File: src/rtl/rgb_channel_serializer.sv
// rgb_channel_serializer
//   Buffers packed 24-bit RGB pixels in a DEPTH-entry FIFO and emits each one
//   as three consecutive 8-bit channel samples (R, G, B). Feeds the 8-bit
//   integer input of the int-to-float converter directly.
//
// Ports
//   clk, rst_n        clock (rising edge), async active-low reset
//   pix_valid/ready   upstream pixel handshake
//   pix_data[23:0]    {R, G, B}
//   pix_last          pixel ends its frame
//   ch_valid/ready    downstream sample handshake
//   ch_data[7:0]      channel byte, passed through unmodified
//   ch_sel[1:0]       0=R, 1=G, 2=B
//   ch_last           B sample of a pixel tagged pix_last
//   fifo_count[CW-1:0] pixels held, including the head being serialized
module rgb_channel_serializer #(
  parameter int DEPTH = 4,
  parameter int CW    = $clog2(DEPTH) + 1
) (
  input  logic          clk,
  input  logic          rst_n,
  input  logic          pix_valid,
  output logic          pix_ready,
  input  logic [23:0]   pix_data,
  input  logic          pix_last,
  output logic          ch_valid,
  input  logic          ch_ready,
  output logic [7:0]    ch_data,
  output logic [1:0]    ch_sel,
  output logic          ch_last,
  output logic [CW-1:0] fifo_count
);

  localparam int AW = $clog2(DEPTH);

  typedef struct packed {
    logic        last;
    logic [23:0] data;
  } entry_t;

  typedef enum logic [1:0] {
    S_R = 2'd0,
    S_G = 2'd1,
    S_B = 2'd2
  } state_t;

  entry_t          mem [DEPTH];
  entry_t          head;
  logic [AW-1:0]   wr_ptr, rd_ptr;
  state_t          state, state_nxt;
  logic            push, pop, fire;

  // Ready comes only from the registered count: no bypass when full.
  assign pix_ready = (fifo_count != CW'(DEPTH));
  assign ch_valid  = (fifo_count != '0);
  // rst_n gating keeps pushes during reset out of storage as well.
  assign push      = pix_valid && pix_ready && rst_n;
  assign fire      = ch_valid && ch_ready;
  assign pop       = fire && (state == S_B);
  assign head      = mem[rd_ptr];
  assign ch_sel    = state;

  // Storage has no reset; its content is don't-care while empty.
  always_ff @(posedge clk) begin
    if (push) mem[wr_ptr] <= '{last: pix_last, data: pix_data};
  end

  // Pointers wrap naturally since DEPTH is a power of two.
  always_ff @(posedge clk or negedge rst_n) begin
    if (!rst_n) begin
      wr_ptr     <= '0;
      rd_ptr     <= '0;
      fifo_count <= '0;
    end else begin
      if (push) wr_ptr <= wr_ptr + 1'b1;
      if (pop)  rd_ptr <= rd_ptr + 1'b1;
      case ({push, pop})
        2'b10:   fifo_count <= fifo_count + 1'b1;
        2'b01:   fifo_count <= fifo_count - 1'b1;
        default: fifo_count <= fifo_count;
      endcase
    end
  end

  always_ff @(posedge clk or negedge rst_n) begin
    if (!rst_n) state <= S_R;
    else        state <= state_nxt;
  end

  // Channel sequencing; advances only on a sample handshake, so a stall
  // holds state, head and every ch_* output.
  always_comb begin
    state_nxt = state;
    ch_data   = head.data[23:16];
    ch_last   = 1'b0;
    case (state)
      S_R: begin
        if (fire) state_nxt = S_G;
      end
      S_G: begin
        ch_data = head.data[15:8];
        if (fire) state_nxt = S_B;
      end
      S_B: begin
        ch_data = head.data[7:0];
        ch_last = head.last;
        if (fire) state_nxt = S_R;
      end
      default: state_nxt = S_R;
    endcase
  end

endmodule

File: config.mk
export PLATFORM = sky130hd
export DESIGN_NAME = rgb_channel_serializer
export DESIGN_NICKNAME = d
export VERILOG_FILES = /design/src/rtl/rgb_channel_serializer.sv
export SDC_FILE = /design/constraint.sdc
export NUM_CORES = 1
export LEC_CHECK = 0
export CORE_MARGIN = 3
export CORE_UTILIZATION = 27
export DETAILED_ROUTE_END_ITERATION = 8
export PLACE_DENSITY = 0.52
export SETUP_SLACK_MARGIN = 0.15
export SYNTH_ARGS = -nofsm -noshare
export SYNTH_HDL_FRONTEND = slang
export SYNTH_SLANG_ARGS = --single-unit
File: constraint.sdc
create_clock -name clk -period 3.4 [get_ports clk]
set_input_delay 0.51 -clock clk [delete_from_list [all_inputs] [get_ports clk]]
set_output_delay 0.51 -clock clk [all_outputs]
set_load 0.01 [all_outputs]
## Yosys cells after proc, flatten, opt, wreduce, memory -nomap -nowiden

Memory sizes are Yosys's and may differ from the RTL's.
Index checks and enable logic that the tools add are counted.
W data, S select, Z words.

- Muxes and demuxes: 9
- Equal/unequal tests: 8
- Add/subtract/negate cells: 4
- Reductions and logical operators: 8

Operators with widths:

| cell | count |
|---|---|
| $pmux W8 S2 | 1 |
| $mux W2 | 3 |
| $ne A2 B2 Y1 const B | 3 |
| $pmux W2 S3 | 1 |
| $pmux W3 S2 | 1 |
| $add A2 B1 Y2 const B | 2 |
| $eq A2 B1 Y1 const B | 2 |
| $eq A2 B2 Y1 const B | 2 |
| $logic_and A1 B1 Y1 | 4 |
| $add A3 B1 Y3 const B | 1 |
| $mux W1 | 3 |
| $ne A3 B3 Y1 const B | 1 |
| $reduce_and A3 Y1 | 1 |
| $reduce_bool A3 Y1 | 1 |
| $sub A3 B1 Y3 const B | 1 |
| $logic_not A2 Y1 | 1 |
| $reduce_bool A2 Y1 | 1 |

- Word-level logic and storage cells: 34
- RAM bits: 100
- Memories kept: 1
- Bits in registers: 9
- Input port bits: 29
- Output and inout bits: 16

Memory list:

| name | words | bits a word | read ports | clocked after Yosys merged registers in | wr ports | RTL line | source |
|---|---|---|---|---|---|---|---|
| mem | 4 | 25 | 1 | 0 | 1 | 47 | `entry_t mem [DEPTH];` |

## Depth between registers and ports, before layout

Gate-level depths: netlist (run 1).

- Word-level depth: 5
- Depth in mapped cells: 10
- Mapped depth without buffers: 9

## Worst setup path after synthesis (run 1)

Ideal clock, no wire load.

- Kind: register to register
- From: register state[0], in the netlist ch_sel[0]
- To: register fifo_count[2]
- Path buffers: 1
- Setup time: 0.079 ns
- Data required time: 3.321 ns
- Arrival time: 2.193 ns
- Clock period less this slack: 2.272 ns
- Path slack: 1.128 ns
- Cell stages (with the launch flop): 11
- Cell sequence: dfrtp_1 inv_1 ha_1 clkbuf_1 o311a_1 ha_1 inv_1 fa_1 xor2_1 nor2_1 xor2_1

- Word-level cells in the longest chain between the ends: 4
- Elaborated cells between the ends (all ways): 6
- Those cells by class: eq/ne (3); mux (1); reduce/logical (2)

Ends and longest elaborated chain:

| element | RTL line | source |
|---|---|---|
| start: declaration | 50 | `state_t state, state_nxt;` |
| start signal: assignment | 87 | `else state <= state_nxt;` |
| $eq A2 B2 Y1 * | 59 | `assign pop = fire && (state == S_B);` |
| $logic_and A1 B1 Y1 * | 59 |  |
| named net pop | 51 | `logic push, pop, fire;` |
| $eq A2 B1 Y1 / $eq A2 B2 Y1 (equally long branches) | 77 | `case ({push, pop})` |
| $pmux W3 S2 / $reduce_bool A2 Y1 (equally long branches) | -- |  |
| end signal: assignment | 78 | `2'b10: fifo_count <= fifo_count + 1'b1;` |
| end signal: assignment | 79 | `2'b01: fifo_count <= fifo_count - 1'b1;` |
| end signal: assignment | 80 | `default: fifo_count <= fifo_count;` |
| end: declaration | 31 | `output logic [CW-1:0] fifo_count` |

The timed path passes the listed nets; every way through them passes the cells marked *.
A chain may end at the register's enable or synchronous reset.

## Worst setup path in the final report (run 1)

- From: register rd_ptr[0]
- To: output port ch_data[2]

- Word-level cells in the longest chain between the ends: 2

Ends and longest elaborated chain:

| element | RTL line | source |
|---|---|---|
| start: declaration | 49 | `logic [AW-1:0] wr_ptr, rd_ptr;` |
| start signal: assignment | 76 | `if (pop) rd_ptr <= rd_ptr + 1'b1;` |
| $mem_v2 Z4 W25 | -- |  |
| $pmux W8 S2 | 96 | `case (state)` |
| end: declaration | 28 | `output logic [7:0] ch_data,` |

No other way between the ends.

==> results of run 1 <==
[worst paths after layout]
| check | from | endpoint | slack [ns] | depth (start not counted) |
|---|---|---|---|---|
| worst max-delay path | rd_ptr[0] | ch_data[2] | 0.31 | 5 |
| worst min-delay path | rst_n | fifo_count[0] | 0.49 | 2 |
| min in group clk | fifo_count[0] | fifo_count[0] | 0.56 | 1 |
| worst min register to register | fifo_count[0] | fifo_count[0] | 0.56 | 1 |
| worst max register to register | ch_sel[0] | fifo_count[2] | 0.90 | 9 |
| max in group asynchronous | rst_n | ch_sel[1] | 2.77 | 2 |
[cell families (layout without fill, tap and decap cells)]
logic type | after synthesis | in the layout
adder cells (fa/ha/maj) | 11 | 11
multiplexers | 28 | 28
AO/OA/AOI/OAI | 20 | 20
AND/OR/NAND/NOR | 21 | 21
XOR/XNOR | 6 | 6
flip-flops | 109 | 109
buffers and inverters | 18 | 76
[critical path, delay by kind of cell (launching register included)]
kind                   cells  cell delay, ns
AO/OA/AOI/OAI              2            0.39
multiplexers               1            0.62
buffers and inverters      2            0.89
flip-flops                 1            0.32
[report_power, final]
group	switching, W	total, W	internal (W)	leakage, nW
clock network	0.000444	0.00109	0.000641	0.151
logic	0.000758	0.00154	0.000782	0.617
registers	0.0000736	0.00173	0.00165	1.01
[flip-flops by register name, summed over array words and instances (netlist names)]
name        cells
ch_sel          2
fifo_count      3
mem           100
rd_ptr          2
wr_ptr          2
[cells in the final DEF, fill, tap and decap left out]
cell type        count
nor3_1               1
a22oi_1              8
clkinv_1             2
xnor2_1              3
mux4_1               6
o21ai_0              1
edfxtp_1           100
inv_1                8
ha_1                10
o311a_1              1
and2_1               5
clkdlybuf4s50_1     44
mux4_2              19
inv_6                1
dfrtp_1              9
mux2_2               3
bufinv_16            2
clkbuf_16            9
nand2_1              4
a21oi_1             10
or3_1                1
buf_4                8
fa_1                 1
clkinv_2             1
xor2_1               3
nor2_1              10
clkinvlp_4           1
[stage by stage]
stage	total power, W	utilization [%]	worst slack [ns]	instances	cell area [um2]
finish	0.004353	34.71	0.3138	482	5374
global route	0.004602	34.71	0.1646	482	5374
CTS	0.004436	34.71	0.2469	482	5374
detailed placement	0.003344	32.68	0.6316	466	5060
global placement	0.003337	32.68	0.6316	466	5060
floorplan	0.002721	-	1.128	213	4365
[final cells by class]
type / instances / area, um2
fill: 1455 / 10110
timing repair buffer: 52 / 500.5
clock inverter: 7 / 88.84
clock buffer: 9 / 225.2
sequential: 109 / 3228
tap: 211 / 264.0
inverter: 8 / 30.03
multi-input combinational: 86 / 1037
[routing by layer]
layer	global-route usage, %	routed length [um]	vias up
met5	0	0	-
met3	3.097	311	10
met1	12.10	3642	1103
li1	-	-	955
met4	4.457	155	0
met2	15.41	4034	30
[cell usage after synthesis]
library cell  number  share of area (%)
a21oi_1           10                1.1
a22oi_1            8                1.4
and2_1             5               0.72
buf_12             1               0.46
buf_2              4               0.46
buf_4              1               0.17
buf_6              1               0.26
clkbuf_1           3               0.26
dfrtp_1            9                5.2
edfxtp_1         100                 69
fa_1               1               0.46
ha_1              10                2.9
inv_1              8               0.69
mux2_2             3               0.77
mux4_1             6                3.6
mux4_2            19                9.8
nand2_1            4               0.34
nor2_1            10               0.86
nor3_1             1               0.11
o21ai_0            1               0.11
o311a_1            1               0.23
or3_1              1               0.14
xnor2_1            3               0.60
xor2_1             3               0.60
==> impl_metrics.tcl, run 1 <==
set metrics [dict create \
    status "completed" \
    yosysUniqueCellTypes 24 \
    syn_to_final_growth_pct 23.10 \
    wl_per_cell_um 16.90 \
    synth.area.mux_share_pct 14.19 \
    yosys.area_share.xor_xnor_pct 1.204 \
    dr.pass1.iters 4 \
    leakage_nw 1.783 \
    ant_nets 0 \
    worst_pin_slew_ns 0.5282 \
    diodes 0 \
    hold_buffers 0 \
    crit_required_ns 2.89 \
    drv_cap 0 \
    place_hpwl_um 5133 \
    yosysSeqAreaShare_pct 73.95 \
    cts_tree "built" \
    clock-skew-final_ns 0.008729 \
    htree_levels 3 \
    coreArea_um2 15480 \
    drv_slew 0 \
    crit_chain "buf_4 > mux4_1 > a22oi_1 > a21oi_1 > clkdlybuf4s50_1" \
    rsz0062_at_grt "false" \
    ys_ff_latch 109 \
    critical_path.max_fanout 22 \
    antenna_found_initial 0 \
    crit_type "reg -> out" \
    slew_headroom_pct 64.79 \
    synthSimpleGateAreaFrac_pct 2.178 \
    holdWs_ns 0.4857 \
    yosysWarnings 0 \
    cp_slowest_cell "mux4_1" \
    start_util_pct 28.19 \
    wirelength_um 8144 \
    syn_area_um2 4365 \
    synth_top_family_by_area "multiplexers" \
    netlist_instances 213 \
    postSynthNetCount 253 \
    port-buffer-count 44 \
    clkTransAtPathRegs_ns 0.07 \
    cts_inserted_buffers 9 \
    num_vias 2098 \
    insertion_delay_ns 0.34 \
    max_freq_mhz 324.0 \
    grt_overflow 0 \
    synth_compound_area_share_pct 2.866 \
    min_period_ns 3.086 \
    dieArea_um2 17730 \
    hold_violations 0 \
    drtIter0Drc 98 \
    arrival_ns 2.58 \
    fin_nets 306 \
    vias_per_cell 4.353 \
    period_share_pct 90.77 \
    ir_drop_mv 0.3071 \
    postCtsSetupBuffers 0 \
    rows 45 \
    post_cts_resized 0 \
    final_layout_size_suffix_gt1_share_pct 16.24 \
    worstHoldPathType "in -> async" \
    grt_max_degree 27 \
    root_buffer "clkbuf_16" \
    grt_pass1_vias 2237 \
    syn_area_per_cell_um2 20.50 \
    gr-usage-all-layers_pct 9.684 \
    die_y_um 133.2 \
    clock_sinks 109 \
    p_per_area_nw_per_um2 810.0 \
    grt_pass1_wl_um 12840 \
    setup_tns_ns 0 \
    critPathLaunchType "flop" \
    cts_max_path_buffers 2 \
    cpPeakStageDelay_ns 0.62 \
    io_pins 45 \
    drc 0 \
    worst_setup_path_end_kind "output pin" \
    die_w_um 133.2 \
    setup_viol 0 \
    yosys.area_share.adder_pct 3.325 \
    routabilityCongestion 0.7278 \
]
No activity file was read; power rests on OpenSTA's default activity.
==> run 2: changes to the inputs <==
--- a/config.mk
+++ b/config.mk
@@ -5,10 +5,13 @@
 export SDC_FILE = /design/constraint.sdc
 export NUM_CORES = 1
 export LEC_CHECK = 0
+export CAP_MARGIN = 20
 export CORE_MARGIN = 3
 export CORE_UTILIZATION = 27
+export CTS_CLUSTER_DIAMETER = 80
 export DETAILED_ROUTE_END_ITERATION = 8
 export PLACE_DENSITY = 0.52
+export REMOVE_ABC_BUFFERS = 1
 export SETUP_SLACK_MARGIN = 0.15
 export SYNTH_ARGS = -nofsm -noshare
 export SYNTH_HDL_FRONTEND = slang
==> run 2 against run 1 <==
Core utilization down 0.23 points. Count of clock-buffer cells in the layout unchanged. Critical path depth is the same. Non-clock buffer count is 1 lower. Sequential power is essentially flat. Clock skew increased by 0.0022 ns. Register-to-register slack worse by 0.05 ns. Setup slack better by 0.12 ns. Fmax grew 4.0%. Sequential share of layout area up 0.39 points. Largest power group unchanged.
==> impl_metrics.tcl, run 2 (synthesis results as in run 1) <==
set metrics [dict create \
    status "completed" \
    port-buffer-count 44 \
    diodes 0 \
    dieArea_um2 17730 \
    critical_path.max_fanout 9 \
    num_vias 2064 \
    drc 0 \
    setup_tns_ns 0 \
    drv_cap 0 \
    power_frac_clock_pct 22.4 \
    grt_overflow 0 \
    final_cell_mix "edfxtp_1 (100), clkdlybuf4s50_1 (44), mux4_2 (19)" \
    drtIter0Drc 142 \
    max_flop_register "mem" \
    power_frac_comb_pct 36.7 \
    setup_viol 0 \
    gr-usage-all-layers_pct 9.597 \
    rsz0062_at_grt "false" \
    htree_levels 3 \
    p_per_area_nw_per_um2 794.3 \
    root_buffer "clkbuf_16" \
    min_period_ns 2.966 \
    cts_max_path_buffers 2 \
    insertion_delay_ns 0.34 \
    grt_pass1_wl_um 12710 \
    max_freq_mhz 337.1 \
    io_pins 45 \
    die_w_um 133.2 \
    clock-skew-final_ns 0.01098 \
    wl_per_cell_um 16.87 \
    start_util_pct 28.19 \
    holdWs_ns 0.5238 \
    grt_pass1_vias 2176 \
    dr.pass1.iters 4 \
    cts_inserted_buffers 9 \
    ant_nets 0 \
    layout_commonest_cell "edfxtp_1" \
    arrival_ns 2.46 \
    rows 45 \
    largest_reg_flops 100 \
    critPathLaunchType "flop" \
    period_share_pct 87.24 \
    clkTransAtPathRegs_ns 0.07 \
    worst_slack_ns 0.4337 \
    fin_nets 305 \
    die_y_um 133.2 \
    ir_drop_mv 0.3743 \
    reg_top3 "mem (100), fifo_count (3)" \
    worstHoldPathType "in -> async" \
    clock_sinks 109 \
    post_cts_resized 0 \
    worst_pin_slew_ns 0.6080 \
    cts_tree "built" \
    slew_headroom_pct 59.47 \
    place_hpwl_um 4842 \
    crit_required_ns 2.89 \
    postCtsSetupBuffers 0 \
    worst_setup_path_end_kind "output pin" \
    final_layout_size_suffix_gt1_share_pct 15.93 \
    hold_buffers 0 \
    p_seq_share_pct 40.9 \
    leakage_nw 1.759 \
    antenna_found_initial 0 \
    power.share.switching_pct 30.56 \
    dpl_worst_slack_ns 0.7618 \
    internal_power_w 0.002945 \
    drv_slew 0 \
    routabilityCongestion 0.6847 \
    switching_power_w 0.001296 \
    vias_per_cell 4.291 \
    wirelength_um 8115 \
    crit_type "reg -> out" \
    syn_to_final_growth_pct 22.30 \
    coreArea_um2 15480 \
    grt_max_degree 28 \
    hold_violations 0 \
]
-- run 2: changes by cell type in the layout (fill, tap and decap cells not counted) --
cell,previous run,this run
clkinv_2,1,0
inv_6,1,2
buf_12,0,1
buf_4,8,6
clkinv_4,0,1
clkinvlp_4,1,2
bufinv_16,2,0
-- run 2: power by group through the flow --
stage          clock [W]  sequential (W)  combinational [W]
5_1_grt          0.00104         0.00176            0.00171
3_3_place_gp           0         0.00176            0.00159
2_1_floorplan          0         0.00186           0.000790
4_1_cts         0.000983         0.00174            0.00160
6_report        0.000951         0.00173            0.00155
3_5_place_dp           0         0.00177            0.00160
-- run 2: critical path: stages, from the launching register on --
cell	delay, ns
dfrtp_1	0.41
inv_1	0.14
ha_1	0.57
a22oi_1	0.16
a21oi_1	0.26
clkdlybuf4s50_1	0.58
-- run 2: through the flow --
stage                     utilization [%]  std cells  power, W  instance area (um2)
after floorplan                         -        203  0.002649                 4295
after global placement              32.71        465  0.003351                 5065
after detailed placement            32.71        465  0.003364                 5065
after CTS                           34.48        481  0.004324                 5339
after global routing                34.48        481  0.004506                 5339
final                               34.48        481  0.004240                 5339
-- run 2: final timing paths --
check,cells after the start,startpoint,slack (ns),endpoint
max in group asynchronous,2,rst_n,2.74,wr_ptr[1]
worst max register to register,9,ch_sel[0],0.85,fifo_count[2]
min in group clk,1,fifo_count[2],0.58,fifo_count[2]
worst min register to register,1,fifo_count[2],0.58,fifo_count[2]
worst max-delay path,5,ch_sel[1],0.43,ch_data[6]
worst min-delay path,2,rst_n,0.52,fifo_count[1]
-- run 2: final cells by class --
| cell class | instances | area [um2] |
|---|---|---|
| Clock buffer | 9 | 225.2 |
| Clock inverter | 7 | 48.80 |
| Fill cell | 1463 | 10140 |
| Inverter | 8 | 30.03 |
| Multi-Input combinational cell | 86 | 1037 |
| Sequential cell | 109 | 3228 |
| Tap cell | 211 | 264.0 |
| Timing Repair Buffer | 51 | 505.5 |
-- run 2: layer usage --
layer	up-vias	GRT usage, %	wire length (um)
met5	-	0	0
met4	0	2.057	47
met3	4	3.663	525
met2	60	14.73	3851
met1	1045	13.10	3690
li1	955	-	-
